### config.mk
export PLATFORM = sky130hd
export DESIGN_NAME = param_updown_counter
export DESIGN_NICKNAME = d
export VERILOG_FILES = /design/src/rtl/cnt_pkg.sv /design/src/rtl/updown_next_val.sv /design/src/rtl/param_updown_counter.sv
export SDC_FILE = /design/constraint.sdc
export NUM_CORES = 1
export LEC_CHECK = 0
export BUFFER_PORTS_ARGS = -buffer_cell sky130_fd_sc_hd__buf_2
export CAP_MARGIN = 40
export CELL_PAD_IN_SITES_DETAIL_PLACEMENT = 1
export CELL_PAD_IN_SITES_GLOBAL_PLACEMENT = 2
export CORE_MARGIN = 3
export CORE_UTILIZATION = 28
export CTS_CLUSTER_DIAMETER = 100
export CTS_CLUSTER_SIZE = 20
export DETAILED_ROUTE_END_ITERATION = 7
export PLACE_DENSITY = 0.88
export SLEW_MARGIN = 0
export SYNTH_ARGS = -nofsm -noshare
export SYNTH_HDL_FRONTEND = slang
export SYNTH_SLANG_ARGS = --single-unit
### constraint.sdc
create_clock -name clk -period 3.6 [get_ports clk]
set_clock_uncertainty 0.05 [all_clocks]
set_input_delay 1.08 -clock clk [delete_from_list [all_inputs] [get_ports clk]]
set_output_delay 1.08 -clock clk [all_outputs]
set_load 0.01 [all_outputs]
### src/rtl/cnt_pkg.sv
// cnt_pkg: shared constants and next-state select encoding for the up/down counter
package cnt_pkg;
  localparam int CNT_WRAP = 0;
  localparam int CNT_SAT = 1;
  typedef enum logic [2:0] {HOLD, CLR, LOAD, INC, DEC, WRAP_LO, WRAP_HI, SAT} sel_e;
endpackage

### src/rtl/updown_next_val.sv
// updown_next_val: combinational next count and boundary-hit for the up/down counter
module updown_next_val
  import cnt_pkg::*;
#(
  parameter int WIDTH = 4,
  parameter int unsigned MAX_VAL = (1 << WIDTH) - 1,
  parameter int SATURATE = CNT_WRAP
) (
  input  logic [WIDTH-1:0] count,
  input  logic             up,
  input  logic             en,
  input  logic             load,
  input  logic [WIDTH-1:0] load_val,
  input  logic             clear,
  output logic [WIDTH-1:0] next_count,
  output logic             bnd_hit
);
  localparam logic [WIDTH:0] MAXW = (WIDTH + 1)'(MAX_VAL);
  localparam logic [WIDTH:0] ONE = (WIDTH + 1)'(1);
  logic [WIDTH:0] cw, lw;
  sel_e sel;
  always_comb begin
    cw = {1'b0, count};
    lw = {1'b0, load_val};
    sel = clear ? CLR : load ? LOAD : !en ? HOLD :
          up ? (cw == MAXW ? (SATURATE == CNT_SAT ? SAT : WRAP_LO) : INC) :
               (cw == '0 ? (SATURATE == CNT_SAT ? SAT : WRAP_HI) : DEC);
    next_count = WIDTH'(sel == LOAD ? (lw > MAXW ? MAXW : lw) :
                        sel == INC ? cw + ONE :
                        sel == DEC ? cw - ONE :
                        sel == WRAP_HI ? MAXW :
                        (sel == HOLD || sel == SAT) ? cw : '0);
    bnd_hit = sel == WRAP_LO || sel == WRAP_HI || sel == SAT;
  end
endmodule

### src/rtl/param_updown_counter.sv
// param_updown_counter: parametrised wrap/saturate up/down counter with load, clear and overflow flags
module param_updown_counter
  import cnt_pkg::*;
#(
  parameter int WIDTH = 4,
  parameter int unsigned MAX_VAL = (1 << WIDTH) - 1,
  parameter int SATURATE = CNT_WRAP
) (
  input  logic             clk,
  input  logic             reset,
  input  logic             clear,
  input  logic             load,
  input  logic [WIDTH-1:0] load_val,
  input  logic             en,
  input  logic             up,
  output logic [WIDTH-1:0] count,
  output logic             tc,
  output logic             bnd_evt,
  output logic             ovf_flag
);
  logic [WIDTH-1:0] next_count;
  logic bnd_hit;
  updown_next_val #(.WIDTH(WIDTH), .MAX_VAL(MAX_VAL), .SATURATE(SATURATE)) u_next (
    .count(count), .up(up), .en(en), .load(load), .load_val(load_val), .clear(clear),
    .next_count(next_count), .bnd_hit(bnd_hit)
  );
  assign tc = up ? count == WIDTH'(MAX_VAL) : count == '0;
  always_ff @(posedge clk) begin
    if (reset) begin
      count <= '0;
      bnd_evt <= 1'b0;
      ovf_flag <= 1'b0;
    end else begin
      count <= next_count;
      bnd_evt <= bnd_hit;
      ovf_flag <= !clear && (ovf_flag || bnd_hit);
    end
  end
endmodule

# Word-level counts from Yosys, hierarchy flattened
# Index checks and enable logic that the tools add are counted.
# op_classes
addsub	2
n_eq_ne	8
n_mux	12
reduce_logical	8
# ops
op	n
4-bit 2-to-1 mux	5
3-bit 2-to-1 mux	5
3-bit == test, second input constant	4
3-bit by 2-bit == test with 1-bit output, second input constant	2
5-bit by 1-bit != test with 1-bit output, second input constant	1
4-bit by 1-bit adder with 4-bit output, second input constant	1
4-bit == test, second input constant	1
4-bit logical NOT	1
1-bit logical OR	4
4-bit by 1-bit subtractor with 4-bit output, second input constant	1
3-bit logical NOT	1
2-bit 2-to-1 mux	1
1-bit logical AND	1
1-bit logical NOT	1
1-bit 2-to-1 mux	1
# totals
ff_bits	6
inputBits	10
out_inout_bits	7
word_cells	33

# Longest topological paths before layout
# Gate-level depths: netlist of run 1.
# depth
depth_word	13
mapped_depth	6
mapped_depth_nobuf	6

# Cells and area by module
# A second synthesis of run 1 with hierarchy kept.
# unflattened
hier_cells	68
hier_area_um2	520.5
# by_module_without_submodules
module	instances	cells_per_inst	area_per_inst_um2	seq_area_each_um2
updown_next_val	1	52	336.6	0.0
param_updown_counter	1	16	183.9	120.1

# Least setup slack after synthesis of run 1
# No wires, ideal clock.
# synth_timing
path_kind	input-to-output
start	input port up
end	output port tc
arrival_ps	1591
required_ps	2470
slack_ps	879
path_stages	2
n_path_buf	1
cell_sequence	buf_2 o31ai_1
# synth_between
elab_chain_len	1
# synth_lines
element	line	text
start: declaration	param_updown_counter.sv:15	input logic up,
1-bit 2-to-1 mux	param_updown_counter.sv:27	assign tc = up ? count == WIDTH'(MAX_VAL) : count == '0;
end: declaration	param_updown_counter.sv:17	output logic tc,
# No other way between the ends.

# Final worst setup path of run 1
# Same ends and word-level chain as after synthesis.

==> impl_table.tex, run 1 <==
\begin{tabular}{lr}
\hline
Metric & Value \\
\hline
\multicolumn{2}{l}{\textbf{Synthesis}} \\
\quad Synth Instances & 62 \\
\quad Flip-flop and latch count after synthesis & 6 \\
\quad Net Count, Synth & 75 \\
\quad Register area share after synthesis & 0.2376 \\
\quad Synth Warn \# & 0 \\
\quad Average footprint of a synthesized cell & 8.153 um\^{}2 \\
\quad Number of distinct library cell variants in the gate-level netlist after synthesis & 34 \\
\quad Cell area after technology mapping & a little over 500 um\^{}2 \\
\multicolumn{2}{l}{\textbf{Worst hold path}} \\
\quad Number of cells on the worst hold path & 1 \\
\quad Worst hold path class & flip-flop to flip-flop \\
\multicolumn{2}{l}{\textbf{Routing}} \\
\quad Uppermost routed layer & met3 \\
\quad Routed length on met3 & a little under 60 um \\
\quad Met2 Routed Length & approximately 700 um \\
\quad Post-detailed-route wirelength per cell & roughly 14 um \\
\quad Drt via density & roughly 5.1 \\
\quad Number of detailed-routing iterations run before antenna repair & 2 \\
\quad Total wire length & around 1.4 mm \\
\quad Antenna viol nets, final & 0 \\
\quad Via count & 526 \\
\quad Drt initial violations & 2 \\
\quad Drc violations & 0 \\
\quad Metal-1 WL & approximately 660 um \\
\multicolumn{2}{l}{\textbf{Clock tree}} \\
\quad Post-CTS clock slew at the launch and capture registers of the worst setup and hold paths & approximately 0.04 ns \\
\quad Root buffer cell & sky130\_fd\_sc\_hd\_\_clkbuf\_4 \\
\quad Total number of clock tree sinks & 6 \\
\quad TritonCTS buffer count & 3 \\
\quad Buffer depth of the longest clock path & 2 \\
\quad Count of cells resized by post-cts repair & 0 \\
\quad Count of hold-fix buffers inserted at cts & 0 \\
\quad H-tree levels & 1 \\
\quad Clock latency on the worst-skew pair & 0.24 ns \\
\quad TritonCTS clock tree & done \\
\quad Post-CTS setup buffers & 0 \\
\multicolumn{2}{l}{\textbf{Setup path}} \\
\quad Cell family contributing the most delay on the critical path & buffers and inverters \\
\quad Critical Path Slowest Stage Cell & sky130\_fd\_sc\_hd\_\_and3\_2 \\
\quad Stages on worst setup path & 5 \\
\quad Depth of the worst register-to-register path & 6 \\
\quad Critical path endpoint category & primary output \\
\quad Crit path buffers/inverters & 2 \\
\quad Ordered list of cells on the worst path & buf\_2, and3\_2, nand2\_1, o31ai\_1, buf\_2 \\
\quad CP max FO & 9 \\
\quad Element type at the critical path start & primary input \\
\quad Worst path most repeated cell & sky130\_fd\_sc\_hd\_\_buf\_2 \\
\quad Worst Path Required & around 2.5 ns \\
\quad Delay contributed by the slowest stage of the critical path & 0.21 ns \\
\quad WP data arrival & approximately 1.8 ns \\
\quad Worst Path Class, Setup & primary input to primary output \\
\multicolumn{2}{l}{\textbf{STA}} \\
\quad Worst-Margin Slew & between 0.3 and 0.4 ns \\
\quad TNS Setup & 0 ns \\
\quad Final critical-path share of the clock period & 0.8005 \\
\quad Setup-failing EPs final & 0 \\
\quad Unrepaired setup endpoints after global routing & no \\
\quad Final slew viol count & 0 \\
\quad Worst max-slew margin expressed relative to the limit & 0.7499 \\
\quad Final critical-path setup slack & 0.7183 ns \\
\quad Shortest period the worst path allows & $\sim$2.9 ns \\
\quad Final Hold Fails & 0 \\
\quad Peak clock frequency supported by timing & between 300 and 400 MHz \\
\multicolumn{2}{l}{\textbf{Global route}} \\
\quad Number of antenna violations at the first check in global routing & 0 \\
\quad Aggregate global routing overflow & 0 \\
\quad Largest net degree at the start of global routing & 12 \\
\quad Global-route wire length before repair & between 2 and 3 mm \\
\quad Number of global-route vias before repair & 594 \\
\quad Combined global-route utilization of all metal layers & 0.1335 \\
\multicolumn{2}{l}{\textbf{Finish}} \\
\quad Area Growth Syn to Fin & 24.26\% \\
\quad Fraction of final layout cells sized beyond drive strength 1 & 0.3038 \\
\quad Total area of sequential cells & approximately 120 um\^{}2 \\
\quad Combined area of the multi-input logic cells & 345.3 um\^{}2 \\
\quad Number of fillers in the final layout & around 210 \\
\quad Total inserted antenna cells & 0 \\
\quad Number of nets in the finished design & 94 \\
\multicolumn{2}{l}{\textbf{Floorplanning}} \\
\quad Initial Util & 0.3171 \\
\quad Die Outline Area & roughly 2400 um\^{}2 \\
\quad Die Wd & $\sim$48 um \\
\quad Std-Cell Rows & 14 \\
\quad Die span in y & between 40 and 50 um \\
\quad Top-level I/O count & 17 \\
\quad Placeable core area & around 1600 um\^{}2 \\
\multicolumn{2}{l}{\textbf{Placement}} \\
\quad Routability congestion estimate from global placement & about 0.76 \\
\quad Hpwl dp & $\sim$1.2 mm \\
\quad Worst slack at placement & about 0.72 ns \\
\quad Quantity of I/O buffers inserted on ports & 16 \\
\multicolumn{2}{l}{\textbf{Status}} \\
\quad Status & finished, final reports clean \\
\multicolumn{2}{l}{\textbf{Power}} \\
\quad Ratio of total power to cell area & between 200 and 300 nW/um\^{}2 \\
\quad Maximum vdd drop & $\sim$0.00019 V \\
\quad Leakage power total & between 0.2 and 0.3 nW \\
\multicolumn{2}{l}{\textbf{Run}} \\
\quad MaxCap Viol Count & 0 \\
\hline
\end{tabular}
-- worst register-to-register path: cells and delay by family, from the launching register on --
| kind | cells | cell delay [ns] |
|---|---|---|
| buffers and inverters | 1 | 0.15 |
| AOI/OAI and AO/OA | 3 | 0.88 |
| adders and majority gates | 1 | 0.22 |
| DFF | 1 | 0.37 |
| and+or+nand+nor | 1 | 0.08 |
-- per-stage QoR --
| step | hold WS, ns | instances | cell area, um^2 | power, W | util |
|---|---|---|---|---|---|
| 2_1_floorplan | 0.4591 | 62 | 505.5 | 0.0001084 | - |
| 3_3_place_gp | 0.3943 | 100 | 605.6 | 0.0001256 | 0.3799 |
| 3_5_place_dp | 0.4071 | 100 | 605.6 | 0.0001266 | 0.3799 |
| 4_1_cts | 0.4326 | 103 | 628.1 | 0.0001885 | 0.3940 |
| 5_1_grt | 0.4560 | 103 | 628.1 | 0.0002014 | 0.3940 |
| 6_report | 0.4241 | 103 | 628.1 | 0.0001851 | 0.3940 |
-- cells in the mapped netlist --
cell / number / area (um^2)
sky130_fd_sc_hd__a211o_1: 1 / 8.760
sky130_fd_sc_hd__a21o_1: 1 / 7.510
sky130_fd_sc_hd__a21oi_1: 4 / 20.02
sky130_fd_sc_hd__a221o_1: 1 / 10.01
sky130_fd_sc_hd__a221o_2: 1 / 11.26
sky130_fd_sc_hd__a311o_1: 1 / 10.01
sky130_fd_sc_hd__a311oi_1: 1 / 8.760
sky130_fd_sc_hd__a31o_2: 1 / 8.760
sky130_fd_sc_hd__a31oi_1: 2 / 12.51
sky130_fd_sc_hd__and3_2: 1 / 7.510
sky130_fd_sc_hd__and3b_1: 1 / 8.760
sky130_fd_sc_hd__buf_2: 2 / 10.01
sky130_fd_sc_hd__dfxtp_1: 6 / 120.1
sky130_fd_sc_hd__ha_1: 3 / 37.54
sky130_fd_sc_hd__inv_1: 8 / 30.03
sky130_fd_sc_hd__mux2i_1: 1 / 10.01
sky130_fd_sc_hd__nand2_1: 3 / 11.26
sky130_fd_sc_hd__nand2b_1: 1 / 6.260
sky130_fd_sc_hd__nand2b_4: 1 / 13.76
sky130_fd_sc_hd__nand3_1: 3 / 15.01
sky130_fd_sc_hd__nor2_1: 3 / 11.26
sky130_fd_sc_hd__nor2b_1: 1 / 6.260
sky130_fd_sc_hd__nor3_1: 1 / 5.000
sky130_fd_sc_hd__nor3b_1: 1 / 7.510
sky130_fd_sc_hd__nor4_1: 1 / 6.260
sky130_fd_sc_hd__o2111a_1: 1 / 11.26
sky130_fd_sc_hd__o211ai_1: 2 / 15.01
sky130_fd_sc_hd__o21a_1: 1 / 7.510
sky130_fd_sc_hd__o21ai_0: 3 / 15.01
sky130_fd_sc_hd__o221ai_1: 1 / 8.760
sky130_fd_sc_hd__o311a_4: 1 / 21.27
sky130_fd_sc_hd__o31ai_1: 1 / 7.510
sky130_fd_sc_hd__or3_1: 1 / 6.260
sky130_fd_sc_hd__xor2_1: 1 / 8.760
-- sequential cells by signal, summed over array words and instances, names as in the netlist --
register and count:
ovf_flag 1, bnd_evt 1, count 4
-- layout make-up --
type                            count  share of cell area
Sequential cell                     6              0.1912
Tap cell                           24             0.04781
Inverter                            8             0.04781
Multi-Input combinational cell     46              0.5498
Timing Repair Buffer               16              0.1275
Clock buffer                        3             0.03586
-- layer usage --
layer / up-vias / GRT usage
met5: - / 0
met4: 0 / 0.02844
met3: 0 / 0.05521
met2: 10 / 0.2454
met1: 249 / 0.1421
li1: 267 / -
-- report_power, final --
| group | switching (W) | total, W | internal, W |
|---|---|---|---|
| registers | 0.00000638 | 0.0000761 | 0.0000697 |
| clock network | 0.0000227 | 0.0000603 | 0.0000376 |
| logic | 0.0000263 | 0.0000487 | 0.0000224 |
-- worst paths after layout --
path | start | end | slack, ns
max | up | tc | 0.72
min | ovf_flag | ovf_flag | 0.42
max reg2reg | count[0] | count[2] | 1.79
min reg2reg | ovf_flag | ovf_flag | 0.42
-- cells in the final DEF (no fill, tap or decap), drive strengths merged --
cell,n
a21oi,4
a21o,1
nor4,1
clkbuf,3
o311a,1
o2111a,1
or3,1
o21ai,3
and3b,1
a31oi,2
and3,1
nand2b,2
nand2,3
nor2,3
o221ai,1
nor2b,1
mux2i,1
nor3,1
inv,8
a31o,1
ha,3
a311o,1
a221o,2
buf,16
o31ai,1
o21a,1
xor2,1
nor3b,1
o211ai,2
dfxtp,6
a311oi,1
a211o,1
nand3,3
-- kinds of logic after synthesis --
| kind of cell | after synthesis | synth area share |
|---|---|---|
| and+or+nand+nor | 18 | 0.2079 |
| muxes | 1 | 0.01980 |
| adders and majority gates | 3 | 0.07427 |
| AOI/OAI and AO/OA | 23 | 0.3639 |
| buffers and inverters | 10 | 0.07921 |
| DFF | 6 | 0.2376 |
| xor gates and xnor gates | 1 | 0.01733 |
(Power assumes the default switching activity.)
==> run 2: changes to the inputs <==
--- a/config.mk
+++ b/config.mk
@@ -10,11 +10,11 @@
 export CELL_PAD_IN_SITES_DETAIL_PLACEMENT = 1
 export CELL_PAD_IN_SITES_GLOBAL_PLACEMENT = 2
 export CORE_MARGIN = 3
-export CORE_UTILIZATION = 28
+export CORE_UTILIZATION = 23
 export CTS_CLUSTER_DIAMETER = 100
 export CTS_CLUSTER_SIZE = 20
 export DETAILED_ROUTE_END_ITERATION = 7
-export PLACE_DENSITY = 0.88
+export PLACE_DENSITY = 0.79
 export SLEW_MARGIN = 0
 export SYNTH_ARGS = -nofsm -noshare
 export SYNTH_HDL_FRONTEND = slang
==> constraint.sdc (replaced) <==
create_clock -name clk -period 2.55 [get_ports clk]
set_clock_uncertainty 0.05 [all_clocks]
set_input_delay 0.765 -clock clk [delete_from_list [all_inputs] [get_ports clk]]
set_output_delay 0.765 -clock clk [all_outputs]
set_load 0.01 [all_outputs]
==> impl_table.tex, run 2 (synthesized netlist as in run 1, its figures left out) <==
\begin{tabular}{lr}
\hline
Metric & Value \\
\hline
\multicolumn{2}{l}{\textbf{Setup path}} \\
\quad Element type at the critical path start & flip-flop \\
\quad Worst Path Class, Setup & flip-flop to primary output \\
\quad WP data arrival & 1.51 ns \\
\quad Worst Path Required & between 1.5 and 2 ns \\
\quad Ordered list of cells on the worst path & ha\_1, and3\_2, nand2\_1, o31ai\_1, buf\_2 \\
\quad Crit path buffers/inverters & 1 \\
\quad Delay contributed by the slowest stage of the critical path & roughly 0.47 ns \\
\quad Critical path endpoint category & primary output \\
\quad CP max FO & 7 \\
\quad Cell family contributing the most delay on the critical path & flip-flops \\
\quad Critical Path Slowest Stage Cell & sky130\_fd\_sc\_hd\_\_dfxtp\_1 \\
\multicolumn{2}{l}{\textbf{Placement}} \\
\quad Cell Area, Placed & between 600 and 700 um\^{}2 \\
\quad Hpwl dp & $\sim$1.2 mm \\
\quad Quantity of I/O buffers inserted on ports & 16 \\
\quad Routability congestion estimate from global placement & around 0.75 \\
\multicolumn{2}{l}{\textbf{Clock tree}} \\
\quad TritonCTS clock tree & done \\
\quad Buffer depth of the longest clock path & 2 \\
\quad H-tree levels & 1 \\
\quad Post-CTS setup buffers & 0 \\
\quad Count of hold-fix buffers inserted at cts & 0 \\
\quad Clock latency on the worst-skew pair & approximately 0.25 ns \\
\quad TritonCTS buffer count & 3 \\
\quad Count of cells resized by post-cts repair & 0 \\
\quad Total number of clock tree sinks & 6 \\
\quad Root buffer cell & sky130\_fd\_sc\_hd\_\_clkbuf\_4 \\
\quad Post-CTS clock slew at the launch and capture registers of the worst setup and hold paths & 0.04 ns \\
\multicolumn{2}{l}{\textbf{Finish}} \\
\quad Number of nets in the finished design & 94 \\
\quad Top library cells by usage in the layout, fill and taps aside & sky130\_fd\_sc\_hd\_\_buf\_2 (16), sky130\_fd\_sc\_hd\_\_inv\_1 (8), sky130\_fd\_sc\_hd\_\_dfxtp\_1 (6) \\
\quad Fraction of final layout cells sized beyond drive strength 1 & 0.3038 \\
\quad Total inserted antenna cells & 0 \\
\quad Area Growth Syn to Fin & 25.00\% \\
\quad Leading registers by flop count & count x4, bnd\_evt x1, ovf\_flag x1 \\
\quad Number of fillers in the final layout & roughly 270 \\
\quad Post-layout instance area & 631.9 um\^{}2 \\
\quad Largest register FFs & 4 \\
\quad Leading cell type in the layout, fill and taps excluded & sky130\_fd\_sc\_hd\_\_buf\_2 \\
\quad Register bank with the most flops & count \\
\multicolumn{2}{l}{\textbf{STA}} \\
\quad Final Hold Fails & 0 \\
\quad Final critical-path share of the clock period & 0.9109 \\
\quad Setup-failing EPs final & 0 \\
\quad Peak clock frequency supported by timing & 430.5 MHz \\
\quad TNS Setup & 0 ns \\
\quad Unrepaired setup endpoints after global routing & no \\
\quad Shortest period the worst path allows & between 2 and 2.5 ns \\
\quad Worst max-slew margin expressed relative to the limit & 0.7374 \\
\quad Final slew viol count & 0 \\
\quad Worst-Margin Slew & 0.3934 ns \\
\multicolumn{2}{l}{\textbf{Routing}} \\
\quad Number of detailed-routing iterations run before antenna repair & 4 \\
\quad Total wire length & 1.491 mm \\
\quad Drt via density & about 5.2 \\
\quad Drt initial violations & 5 \\
\quad Antenna viol nets, final & 0 \\
\quad Via count & 547 \\
\quad Drc violations & 0 \\
\quad Post-detailed-route wirelength per cell & 14.07 um \\
\multicolumn{2}{l}{\textbf{Power}} \\
\quad Leakage power total & between 0.2 and 0.3 nW \\
\quad Maximum vdd drop & 0.0002121 V \\
\quad Ratio of total power to cell area & $\sim$420 nW/um\^{}2 \\
\multicolumn{2}{l}{\textbf{Floorplanning}} \\
\quad Die Wd & 52.88 um \\
\quad Placeable core area & a little over 2000 um\^{}2 \\
\quad Die Outline Area & around 2800 um\^{}2 \\
\quad Die span in y & 52.88 um \\
\quad Initial Util & 0.2500 \\
\quad Std-Cell Rows & 16 \\
\quad Top-level I/O count & 17 \\
\multicolumn{2}{l}{\textbf{Status}} \\
\quad Status & finished, final reports clean \\
\multicolumn{2}{l}{\textbf{Global route}} \\
\quad Number of global-route vias before repair & between 400 and 500 \\
\quad Combined global-route utilization of all metal layers & 0.1094 \\
\quad Aggregate global routing overflow & 0 \\
\quad Largest net degree at the start of global routing & 12 \\
\quad Number of antenna violations at the first check in global routing & 0 \\
\quad Global-route wire length before repair & roughly 2.2 mm \\
\multicolumn{2}{l}{\textbf{Worst hold path}} \\
\quad Worst hold path class & flip-flop to flip-flop \\
\multicolumn{2}{l}{\textbf{Run}} \\
\quad MaxCap Viol Count & 0 \\
\hline
\end{tabular}
==> run 2: metrics by stage <==
stage | worst slack (ns) | instances | utilization | hold slack [ns] | total power [W]
after floorplan | 0.4590 | 62 | - | 0.4591 | 0.0001530
after global placement | 0.3282 | 103 | 0.3014 | 0.3941 | 0.0001782
after detailed placement | 0.3068 | 103 | 0.3014 | 0.4229 | 0.0001790
after CTS | 0.2137 | 106 | 0.3125 | 0.4342 | 0.0002691
after global routing | 0.1391 | 106 | 0.3125 | 0.4410 | 0.0002842
final | 0.2272 | 106 | 0.3125 | 0.4325 | 0.0002669
==> run 2: routing by layer <==
| layer | vias up | track usage | wire length (um) | part of all wire |
|---|---|---|---|---|
| li1 | 267 | - | - | - |
| met1 | 258 | 0.1501 | 702 | 0.47 |
| met2 | 22 | 0.1715 | 701 | 0.47 |
| met3 | 0 | 0.03380 | 87 | 0.058 |
| met4 | 0 | 0.01277 | 0 | 0 |
| met5 | - | 0 | 0 | 0 |
==> run 2: worst paths after layout <==
path             from        to  slack, ns  cells past startpoint
max          count[1]        tc       0.23                      5
min          ovf_flag  ovf_flag       0.43                      1
max reg2reg  count[0]  count[3]       0.71                      6
min reg2reg  ovf_flag  ovf_flag       0.43                      1
==> run 2: area by class of cell <==
cell class / count / area (um^2) / share of cell area
inverter: 8 / 30.03 / 0.04752
sequential: 6 / 120.1 / 0.1901
multi-input combinational: 46 / 345.3 / 0.5465
tap: 27 / 33.78 / 0.05347
timing repair buffer: 16 / 80.08 / 0.1267
clock buffer: 3 / 22.52 / 0.03564
==> run 2: worst register-to-register path, stage by stage (launching register included) <==
cell	delay (ns)
sky130_fd_sc_hd__dfxtp_1	0.37
sky130_fd_sc_hd__inv_1	0.15
sky130_fd_sc_hd__ha_1	0.21
sky130_fd_sc_hd__nand2b_4	0.08
sky130_fd_sc_hd__a211o_1	0.30
sky130_fd_sc_hd__a311o_1	0.31
sky130_fd_sc_hd__a311oi_1	0.26
==> run 2: where the power goes <==
| group | internal [W] | switching, W | leakage, nW |
|---|---|---|---|
| combinational | 0.0000316 | 0.0000381 | 0.232 |
| sequential | 0.0000983 | 0.00000937 | 0.0491 |
| clock | 0.0000534 | 0.0000362 | 0.0138 |
